===== config.mk =====
export PLATFORM = sky130hd
export DESIGN_NAME = serial_subtractor_8bits
export DESIGN_NICKNAME = d
export VERILOG_FILES = /design/src/rtl/arith_pkg.sv /design/src/rtl/fullsubtractor.sv /design/src/rtl/serial_subtractor_8bits.sv
export SDC_FILE = /design/constraint.sdc
export NUM_CORES = 1
export LEC_CHECK = 0
export CORE_UTILIZATION = 47
export DETAILED_ROUTE_END_ITERATION = 6
export PLACE_DENSITY = 0.71
export SLEW_MARGIN = 5
export SYNTH_ARGS = -nofsm -noshare
export SYNTH_HDL_FRONTEND = slang
export SYNTH_SLANG_ARGS = --single-unit

===== constraint.sdc =====
create_clock -name clk -period 1.5 [get_ports clk]
set_input_delay 0.15 -clock clk [delete_from_list [all_inputs] [get_ports clk]]
set_output_delay 0.15 -clock clk [all_outputs]
set_load 0.005 [all_outputs]

===== src/rtl/arith_pkg.sv =====
// Shared definitions for the arithmetic unit's serial datapaths.
package arith_pkg;

  typedef enum logic [1:0] {
    IDLE,
    RUN,
    FIN
  } ser_state_t;

  localparam int unsigned DEFAULT_WIDTH = 8;

endpackage


===== src/rtl/fullsubtractor.sv =====
// One-bit full subtractor: D = A - B - Bin, with borrow-out.
module fullsubtractor (
  input  logic A,
  input  logic B,
  input  logic Bin,
  output logic D,
  output logic Bout
);

  assign D    = A ^ B ^ Bin;
  assign Bout = (~A & B) | (~(A ^ B) & Bin);

endmodule


===== src/rtl/serial_subtractor_8bits.sv =====
// Bit-serial subtractor: D = A - B - Bin, one bit per clock, LSB first, start/busy/done handshake.
module serial_subtractor_8bits
  import arith_pkg::*;
#(
  parameter  int unsigned WIDTH = DEFAULT_WIDTH,
  localparam int unsigned CNT_W = $clog2(WIDTH) + 1
) (
  input  logic             clk,
  input  logic             rst_n,
  input  logic             start,
  input  logic [WIDTH-1:0] A,
  input  logic [WIDTH-1:0] B,
  input  logic             Bin,
  output logic             busy,
  output logic             done,
  output logic [WIDTH-1:0] D,
  output logic             Bout,
  output logic             V,
  output logic             Z
);

  localparam logic [CNT_W-1:0] LastBit = CNT_W'(WIDTH - 1);

  ser_state_t       state;
  logic [WIDTH-1:0] a_sr;
  logic [WIDTH-1:0] b_sr;
  logic [WIDTH-1:0] res_sr;
  logic             brw;
  logic             a_msb;
  logic             b_msb;
  logic [CNT_W-1:0] cnt;

  logic             bit_d;
  logic             bit_bo;
  logic [WIDTH-1:0] res_next;

  fullsubtractor u_cell (
    .A    (a_sr[0]),
    .B    (b_sr[0]),
    .Bin  (brw),
    .D    (bit_d),
    .Bout (bit_bo)
  );

  // Result fills from the MSB end so the LSB lands at bit 0 after WIDTH shifts.
  assign res_next = {bit_d, res_sr[WIDTH-1:1]};

  always_ff @(posedge clk or negedge rst_n) begin
    if (!rst_n) begin
      state  <= IDLE;
      a_sr   <= '0;
      b_sr   <= '0;
      res_sr <= '0;
      brw    <= 1'b0;
      a_msb  <= 1'b0;
      b_msb  <= 1'b0;
      cnt    <= '0;
      busy   <= 1'b0;
      done   <= 1'b0;
      D      <= '0;
      Bout   <= 1'b0;
      V      <= 1'b0;
      Z      <= 1'b0;
    end else begin
      done <= 1'b0;
      unique case (state)
        IDLE: begin
          if (start) begin
            a_sr  <= A;
            b_sr  <= B;
            brw   <= Bin;
            a_msb <= A[WIDTH-1];
            b_msb <= B[WIDTH-1];
            cnt   <= '0;
            busy  <= 1'b1;
            state <= RUN;
          end
        end
        RUN: begin
          a_sr   <= a_sr >> 1;
          b_sr   <= b_sr >> 1;
          res_sr <= res_next;
          brw    <= bit_bo;
          cnt    <= cnt + 1'b1;
          if (cnt == LastBit) begin
            // Publish on entry to FIN so the flags are valid alongside the done pulse.
            D     <= res_next;
            Bout  <= bit_bo;
            V     <= (a_msb != b_msb) && (bit_d != a_msb);
            Z     <= (res_next == '0);
            done  <= 1'b1;
            state <= FIN;
          end
        end
        FIN: begin
          busy  <= 1'b0;
          state <= IDLE;
        end
        default: state <= IDLE;
      endcase
    end
  end

endmodule


==> metrics.yaml, run 1 <==
run_status:
  status: "completed"
drt:
  drt-pass1-iter-count: 4
  routedWlPerCell_um: 15.1
  wl_mm: 4.32
  drcViolationCount: 0
  viasPerCell: 5.50
  antenna_left: 0
  dr.first_iter.drc_count: 92
  vias: 1572
sta:
  setup_tns_ns: 0
  skew_ns: 0.00611
  rsz0062_at_grt: "true"
  tightest_slew_ns: 0.561
  setup_viol_count_final: 0
  max_freq_mhz: 673
  slew_violations: 0
  holdWs_ns: 0.463
  timing.final.hold_violations: 0
  min_period_ns: 1.49
  relSlewSlack: 0.626
  finalCritPeriodShare: 0.991
layout:
  num-nets-final: 257
  drive_gt1_frac: 0.178
  n_fill_cell: 319
  antenna_cells: 0
  area_delta_synth_final_pct: 29.7
yosys:
  synth_area_um2: 2060
  synth.distinct_cells: 31
  syn_nets: 215
  avgSynthCellArea_um2: 10.7
  ys.warnings.count: 0
  netlist_instances: 193
  yosysSeqAreaShare: 0.546
  synth_seq_cells: 45
cts:
  cts_buffers: 5
  clkTransAtPathRegs_ns: 0.09
  cts_root_buffer: "clkbuf_8"
  h-tree-depth: 2
  clk_latency_ns: 0.30
  cts_tree: "done"
  clock-sinks: 45
  cts_buffer_depth: 2
worst_hold_path:
  hp-class: "input pin to async pin"
worst_setup_path:
  slowest_stage: "fa_2"
  slowest_delay_ns: 0.63
  r2r_start: "brw$_DFFE_PN0P_"
  cp_max_fo: 5
  r2r_slack_ns: 0.01
  startpoint_type: "flop"
  cp_data_arrival_time_ns: 1.68
  end_kind: "flop"
  worstPathRequired_ns: 1.69
  reg2reg_depth: 4
  crit_type: "flop to flop"
  cp_num_buf_inv: 1
  path_cells: "inv_2 -> fa_2 -> o22ai_1 -> mux2_4"
  crit_family: "adder cells"
  r2r-end: "V$_DFFE_PN0P_"
placement:
  globalplace.congestion: 0.782
  hpwl_mm: 3.03
  io_buffers: 32
floorplan:
  die_area_um2: 4660
  start_util: 0.501
  rows: 23
  die_width_um: 68.3
  ioPinCount: 33
  fp.coreArea_um2: 4120
  fp.dieH_um: 68.3
grt:
  grt_pass1_vias: 1591
  grt_overflow: 0
  grt_use_total: 0.214
  grt_pass1_wl_mm: 7.18
  grt_max_degree: 46
  grt_antenna_before_repair: 0
pwr:
  ir_worst_vdd_mv: 1.13
  powerDensity_nw_per_um2: 2070
  leakage_nw: 1.17
run:
  maxCapViolations: 0
## tightest hold or removal path, delay by kind of cell
kind	cells	cell delay, ns
buffers and inverters	3	1.09
## metrics by stage
step | instances | utilization | total power [mW] | worst slack [ns] | area (um2)
final | 286 | 0.650 | 5.53 | 0.0134 | 2680
after global routing | 286 | 0.650 | 5.95 | -0.0243 | 2680
after CTS | 285 | 0.644 | 5.49 | 0.00327 | 2650
after detailed placement | 274 | 0.604 | 4.36 | -0.0232 | 2480
after global placement | 274 | 0.604 | 4.23 | 0.0332 | 2480
after floorplan | 193 | - | 3.44 | 0.0736 | 2060
## cell families after synthesis
kind of cell,after synthesis,share of synthesized area
AO/OA/AOI/OAI,58,0.169
AND/OR/NAND/NOR,57,0.143
flip-flops,45,0.546
buffers and inverters,17,0.0400
multiplexers,14,0.0873
adder cells (fa/ha/maj),2,0.0158
## state kept, by name, indices dropped and copies added, names as in the netlist
signal,cells
Z,1
done,1
D,8
busy,1
a_sr,8
b_sr,8
Bout,1
brw,1
b_msb,1
state,2
a_msb,1
V,1
cnt,4
res_sr,7
## power breakdown
part	switching (mW)	internal, mW
sequential	0.434	1.73
combinational	1.02	1.27
clock	0.414	0.662
total	1.87	3.66
## per-layer routing
metal	up-vias	global-route usage	routed length, um
li1	756	-	-
met1	779	0.260	1970
met2	33	0.359	2170
met3	4	0.0500	121
met4	0	0.0964	57
met5	-	0	0
## synthesized netlist by cell type (all sizes together)
| library cell | n | share of area |
|---|---|---|
| fa | 1 | 0.0097 |
| a22oi | 14 | 0.051 |
| ha | 1 | 0.0061 |
| mux2i | 3 | 0.015 |
| nor2 | 2 | 0.0036 |
| a22o | 1 | 0.0042 |
| o311ai | 1 | 0.0042 |
| mux2 | 11 | 0.073 |
| nand2 | 29 | 0.053 |
| nor4 | 2 | 0.0061 |
| o21ai | 19 | 0.046 |
| a21oi | 18 | 0.044 |
| nand2b | 2 | 0.0097 |
| o21bai | 1 | 0.0036 |
| a2bb2oi | 3 | 0.013 |
| o22ai | 1 | 0.0030 |
| nor2b | 16 | 0.049 |
| clkbuf | 4 | 0.0073 |
| inv | 5 | 0.0091 |
| nand3 | 2 | 0.0049 |
| buf | 8 | 0.024 |
| nor3 | 2 | 0.010 |
| and2b | 1 | 0.0036 |
| dfrtp | 45 | 0.55 |
| and2 | 1 | 0.0030 |
## placed cells by master (no fill, tap or decap), types with 2 or more instances in the layout
cell and n:
a21oi_1 18, a22oi_1 14, a2bb2oi_1 3, buf_12 2, buf_4 12, bufinv_16 2
clkbuf_8 5, clkdlybuf4s50_1 31, dfrtp_1 45, inv_1 3, inv_2 2, mux2_2 4
mux2_4 7, mux2i_1 3, nand2_1 28, nand3_1 2, nor2_1 2, nor2b_1 16
o21ai_0 18
## final cells by class
cell class | count | area (um2) | area share
sequential | 45 | 1130 | 0.421
multi-input combinational | 131 | 878 | 0.328
timing repair buffer | 47 | 455 | 0.170
inverter | 5 | 18.8 | 0.00702
clock buffer | 5 | 68.8 | 0.0257
tap | 50 | 62.6 | 0.0234
clock inverter | 3 | 65.1 | 0.0243
## how the worst max path moves through the flow
stage	cells after the start	slack, ns	end	startpoint
after CTS	5	0.003	Z$_DFFE_PN0P_	b_sr[0]$_DFFE_PN0P_
final	4	0.01	V$_DFFE_PN0P_	brw$_DFFE_PN0P_
after global routing	4	-0.02	V$_DFFE_PN0P_	brw$_DFFE_PN0P_
after global placement	4	0.03	V$_DFFE_PN0P_	b_sr[0]$_DFFE_PN0P_
after floorplan	4	0.07	V$_DFFE_PN0P_	b_sr[0]$_DFFE_PN0P_
after detailed placement	5	-0.02	D[6]$_DFFE_PN0P_	cnt[0]$_DFFE_PN0P_
## timing repair
item	in CTS	in global routing
endpoints found under the setup margin	4	7
setup buffers	2	1
hold endpoints to repair	45	0
pin swaps	0	2
resized for setup	2	5
hold buffers	1	0
Note: power is estimated with default switching activity, not from simulation.
==> run 2: changes to the inputs <==
CORE_UTILIZATION = 50   (was 47)
CTS_BUF_LIST = sky130_fd_sc_hd__clkbuf_8   (was unset)
PLACE_DENSITY = 0.9   (was 0.71)
==> run 2 against run 1 <==
Register-to-register slack is essentially flat. Critical endpoint unchanged. First-iteration DRC count fell by 1.1%. Cell area grew 0.94%. Die area fell by 5.8%. Clock skew rose by 0.0040 ns. Highest routed layer unchanged. Power up 0.36%.
==> metrics.yaml, run 2 (same netlist as run 1, synthesis figures left out) <==
run_status:
  status: "completed"  # unchanged
drt:
  viasPerCell: 5.50  # about the same
  highest_layer: "met4"  # unchanged
  dr_wl_met2_mm: 2.06  # was 2.17 mm
  antenna_left: 0  # unchanged
  met1_length_mm: 1.94  # was 1.97 mm
  vias: 1563  # was 1572
  routedWlPerCell_um: 14.8  # was 15.1 um
  dr.first_iter.drc_count: 91  # was 92
  drcViolationCount: 0  # unchanged
  wl_mm: 4.21  # was 4.32 mm
  wl_met3_um: 149  # was 121 um
  drt-pass1-iter-count: 4  # unchanged
worst_setup_path:
  startpoint_type: "flop"  # unchanged
  crit_type: "flop to flop"  # unchanged
  path_cells: "inv_2 -> fa_2 -> o22ai_2 -> mux2_4"  # was inv_2 -> fa_2 -> o22ai_1 -> mux2_4
  crit_family: "adder cells"  # unchanged
  worstPathRequired_ns: 1.69  # about the same
  cp_max_fo: 5  # unchanged
  cp_num_buf_inv: 1  # unchanged
  slowest_delay_ns: 0.62  # was 0.63 ns
  cp_data_arrival_time_ns: 1.68  # about the same
  end_kind: "flop"  # unchanged
  slowest_stage: "fa_2"  # unchanged
worst_hold_path:
  hp-class: "input pin to async pin"  # unchanged
grt:
  grt_max_degree: 27  # was 46
  grt_overflow: 0  # unchanged
  grt_use_total: 0.220  # was 0.214
  grt_pass1_wl_mm: 7.02  # was 7.18 mm
  grt_antenna_before_repair: 0  # unchanged
  grt_pass1_vias: 1503  # was 1591
pwr:
  ir_worst_vdd_mv: 1.01  # was 1.13 mV
  powerDensity_nw_per_um2: 2060  # was 2070 nW/um2
  total_power_mw: 5.55  # was 5.53 mW
  leakage_nw: 1.18  # was 1.17 nW
layout:
  area_delta_synth_final_pct: 30.9  # was 29.7%
  num-nets-final: 257  # unchanged
  stdcell_count: 284  # was 286
  reg.largest.list: "D x8, a_sr x8, b_sr x8"  # unchanged
  antenna_cells: 0  # unchanged
  final_cell_mix: "dfrtp_1, clkdlybuf4s50_1, nand2_1, a21oi_1, o21ai_0"  # unchanged
  final_common_cell: "dfrtp_1"  # unchanged
  drive_gt1_frac: 0.182  # was 0.178
  final_cell_area_um2: 2700  # was 2680 um2
sta:
  slew_violations: 0  # unchanged
  finalCritPeriodShare: 0.990  # was 0.991
  rsz0062_at_grt: "true"  # unchanged
  setup_viol_count_final: 0  # unchanged
  relSlewSlack: 0.693  # was 0.626
  setup_slack_ns: 0.0145  # was 0.0134 ns
  timing.final.hold_violations: 0  # unchanged
  max_freq_mhz: 673  # about the same
  skew_ns: 0.0101  # was 0.00611 ns
  setup_tns_ns: 0  # unchanged
  min_period_ns: 1.49  # about the same
  tightest_slew_ns: 0.460  # was 0.561 ns
placement:
  dp_cells: 271  # was 274
  hpwl_mm: 2.85  # was 3.03 mm
  place_area_um2: 2490  # was 2480 um2
  globalplace.congestion: 0.804  # was 0.782
  io_buffers: 32  # unchanged
  pre_cts_ws_ns: -0.0215  # was -0.0232 ns
cts:
  clk_latency_ns: 0.31  # was 0.30 ns
  h-tree-depth: 2  # unchanged
  cts_buffer_depth: 2  # unchanged
  cts_buffers: 5  # unchanged
  cts_tree: "done"  # unchanged
  clock-sinks: 45  # unchanged
  clkTransAtPathRegs_ns: 0.09  # about the same
  cts_root_buffer: "clkbuf_8"  # unchanged
floorplan:
  fp.dieH_um: 66.2  # was 68.3 um
  fp.coreArea_um2: 3800  # was 4120 um2
  rows: 22  # was 23
  die_area_um2: 4390  # was 4660 um2
  ioPinCount: 33  # unchanged
  die_width_um: 66.2  # was 68.3 um
  start_util: 0.543  # was 0.501
run:
  maxCapViolations: 0  # unchanged
==> run 2: cell types whose count changed in the layout (fill, tap and decap cells not counted) <==
cell     delta
buf_6       +1
nand2_4     +1
nand2_2     -1
buf_4       -2
buf_12      +1
o22ai_2     +1
o22ai_1     -1
==> run 2: final cells by class <==
type | instances | area [um2]
Inverter | 5 | 18.8
Tap cell | 48 | 60.1
Timing Repair Buffer | 47 | 472
Multi-Input combinational cell | 131 | 890
Sequential cell | 45 | 1130
Clock inverter | 3 | 65.1
Fill cell | 288 | 1100
Clock buffer | 5 | 68.8
==> run 2: path summary, 6_finish.rpt <==
check | end | startpoint | slack [ns] | depth (start not counted)
setup reg to reg | V$_DFFE_PN0P_ | b_sr[0]$_DFFE_PN0P_ | 0.01 | 4
setup / recovery | V$_DFFE_PN0P_ | b_sr[0]$_DFFE_PN0P_ | 0.01 | 4
min in group clk | b_sr[5]$_DFFE_PN0P_ | B[5] | 0.46 | 3
hold reg to reg | D[0]$_DFFE_PN0P_ | D[0]$_DFFE_PN0P_ | 0.52 | 1
max in group asynchronous | a_sr[7]$_DFFE_PN0P_ | rst_n | 0.68 | 3
hold / removal | D[6]$_DFFE_PN0P_ | rst_n | 0.31 | 2
==> run 2: repair_timing <==
item                       4_1_cts  5_1_grt
resized for setup                2        8
setup endpoints to repair        2       11
pin swaps                        3        3
hold buffers                     1        0
buffers inserted                 0        4
hold endpoints to repair        19        0
==> run 2: report_power, final <==
part	leakage [nW]	switching, mW	total (mW)	internal [mW]
clock	0.0681	0.410	1.07	0.661
sequential	0.573	0.441	2.17	1.73
combinational	0.541	1.04	2.31	1.27
==> run 2: metrics by stage <==
stage / util / hold WS [ns]
after floorplan: - / -0.146
after global placement: 0.655 / 0.121
after detailed placement: 0.655 / 0.125
after CTS: 0.693 / 0.330
after global routing: 0.711 / 0.363
final: 0.711 / 0.315
==> run 2: per-layer routing <==
metal | global-route usage | up-vias
met3 | 0.0414 | 8
met4 | 0.106 | 0
met1 | 0.292 | 769
met5 | 0 | -
li1 | - | 752
met2 | 0.346 | 34
==> run 3: changes to the inputs <==
CORE_UTILIZATION = 45   (was 50)
PLACE_DENSITY = 0.84   (was 0.9)
==> run 3 against run 2 <==
The flow now finishes with violations (setup timing). Die area grew 11%. Final cell count grew 1.1%. Worst hold slack gained 0.0075 ns. Critical endpoint is now D[6]$_DFFE_PN0P_. Register-to-register slack lost 0.07 ns. Clock power shrank 24%. Cell area shrank 2.4%. Count of clock-buffer cells in the layout grew 2.
==> metrics.yaml, run 3 (same netlist as run 1, synthesis figures left out) <==
grt:
  grt_pass1_vias: 1519  # was 1503
  grt_overflow: 0  # unchanged
  grt_antenna_before_repair: 0  # unchanged
  grt_use_total: 0.191  # was 0.220
  grt_max_degree: 23  # was 27
  grt_pass1_wl_mm: 7.23  # was 7.02 mm
layout:
  reg.largest.list: "D x8, a_sr x8, b_sr x8"  # unchanged
  final_cell_mix: "dfrtp_1, clkdlybuf4s50_1, nand2_1, a21oi_1, o21ai_0"  # unchanged
  stdcell_count: 287  # was 284
  final_cell_area_um2: 2640  # was 2700 um2
  final_common_cell: "dfrtp_1"  # unchanged
  antenna_cells: 0  # unchanged
  area_delta_synth_final_pct: 27.7  # was 30.9%
  drive_gt1_frac: 0.170  # was 0.182
  n_fill_cell: 392  # was 288
  num-nets-final: 256  # was 257
sta:
  relSlewSlack: 0.541  # was 0.693
  skew_ns: 0.00557  # was 0.0101 ns
  setup_slack_ns: -0.0513  # was 0.0145 ns
  min_period_ns: 1.55  # was 1.49 ns
  tightest_slew_ns: 0.686  # was 0.460 ns
  slew_violations: 0  # unchanged
  timing.final.hold_violations: 0  # unchanged
  max_freq_mhz: 645  # was 673 MHz
  finalCritPeriodShare: 1.03  # was 0.990
  rsz0062_at_grt: "true"  # unchanged
  setup_viol_count_final: 9  # was 0
  holdWs_ns: 0.322  # was 0.315 ns
  setup_tns_ns: -0.218  # was 0 ns
drt:
  viasPerCell: 5.44  # was 5.50
  antenna_left: 0  # unchanged
  dr.first_iter.drc_count: 126  # was 91
  routedWlPerCell_um: 14.7  # was 14.8 um
  drcViolationCount: 0  # unchanged
  vias: 1560  # was 1563
  drt-pass1-iter-count: 4  # unchanged
  wl_mm: 4.21  # about the same
worst_setup_path:
  crit_family: "flip-flops"  # was adder cells
  worstPathRequired_ns: 1.69  # about the same
  cp_max_fo: 22  # was 5
  slowest_stage: "dfrtp_1"  # was fa_2
  cp_data_arrival_time_ns: 1.74  # was 1.68 ns
  reg2reg_depth: 5  # was 4
  cp_num_buf_inv: 2  # was 1
  crit_type: "flop to flop"  # unchanged
  end_kind: "flop"  # unchanged
  startpoint_type: "flop"  # unchanged
  path_depth: 5  # was 4
  slowest_delay_ns: 0.41  # was 0.62 ns
  path_cells: "buf_6 -> nand2b_4 -> nor3_4 -> buf_12 -> mux2_2"  # was inv_2 -> fa_2 -> o22ai_2 -> mux2_4
cts:
  h-tree-depth: 2  # unchanged
  clkTransAtPathRegs_ns: 0.08  # was 0.09 ns
  cts_buffers: 5  # unchanged
  cts_buffer_depth: 2  # unchanged
  clock-sinks: 45  # unchanged
  clk_latency_ns: 0.30  # was 0.31 ns
  cts_tree: "done"  # unchanged
  cts_root_buffer: "clkbuf_8"  # unchanged
placement:
  hpwl_mm: 2.80  # was 2.85 mm
  globalplace.congestion: 0.773  # was 0.804
  io_buffers: 32  # unchanged
  dp_cells: 275  # was 271
  place_area_um2: 2480  # was 2490 um2
run_status:
  violations: "setup timing"
  status: "finished, violations left"  # was completed
floorplan:
  fp.dieH_um: 69.7  # was 66.2 um
  fp.coreArea_um2: 4380  # was 3800 um2
  die_width_um: 69.7  # was 66.2 um
  rows: 24  # was 22
  die_area_um2: 4860  # was 4390 um2
  ioPinCount: 33  # unchanged
  start_util: 0.471  # was 0.543
pwr:
  ir_worst_vdd_mv: 0.855  # was 1.01 mV
  powerDensity_nw_per_um2: 1960  # was 2060 nW/um2
  leakage_nw: 1.15  # was 1.18 nW
run:
  maxCapViolations: 0  # unchanged
worst_hold_path:
  hp-class: "input pin to async pin"  # unchanged
==> run 3: layout make-up <==
class / count / area (um2) / share of cell area
well taps: 52 / 65.1 / 0.0247
inverters: 5 / 18.8 / 0.00712
clock buffers: 7 / 96.3 / 0.0366
clock inverters: 1 / 5.00 / 0.00190
repair buffers: 46 / 452 / 0.171
flip-flops and latches: 45 / 1130 / 0.427
multi-input cells: 131 / 872 / 0.331
==> run 3: final timing paths <==
path / start / to / slack (ns)
worst max-delay path: state[1]$_DFFE_PN0P_ / D[6]$_DFFE_PN0P_ / -0.05
worst min-delay path: rst_n / D[5]$_DFFE_PN0P_ / 0.32
worst max register to register: state[1]$_DFFE_PN0P_ / D[6]$_DFFE_PN0P_ / -0.05
worst min register to register: b_sr[7]$_DFFE_PN0P_ / b_sr[7]$_DFFE_PN0P_ / 0.52
max in group asynchronous: rst_n / a_sr[7]$_DFFE_PN0P_ / 0.69
min in group clk: A[2] / a_sr[2]$_DFFE_PN0P_ / 0.47
==> run 3: where the power goes <==
part           switching [mW]  internal, mW  total (mW)
combinational            1.03          1.19        2.22
sequential              0.402          1.73        2.13
clock                   0.400         0.416       0.816
==> run 3: metrics by stage <==
stage / setup WS [ns] / power [mW] / util
5_1_grt: -0.0981 / 5.57 / 0.601
2_1_floorplan: 0.0736 / 3.44 / -
4_1_cts: -0.0556 / 5.17 / 0.598
3_3_place_gp: -0.201 / 4.15 / 0.566
6_report: -0.0513 / 5.17 / 0.601
3_5_place_dp: -0.236 / 4.26 / 0.566
==> run 3: metal layers <==
metal,GRT usage,share of wire
met1,0.255,0.45
met2,0.299,0.47
met3,0.0610,0.061
met4,0.0578,0.011
met5,0,0
==> run 3: worst register-to-register path, stage by stage (launching register included) <==
cell and delay [ns]:
dfrtp_1 0.41, buf_6 0.18, nand2b_4 0.16, nor3_4 0.19
buf_12 0.17, mux2_2 0.34
==> run 3: repair_timing <==
item | CTS | global route
hold buffers | 1 | 0
pin swaps | 1 | 2
setup endpoints to repair | 32 | 11
endpoints found under the hold margin | 17 | 0
gates resized for setup | 4 | 2
cloned | 0 | 0
setup buffers | 2 | 1
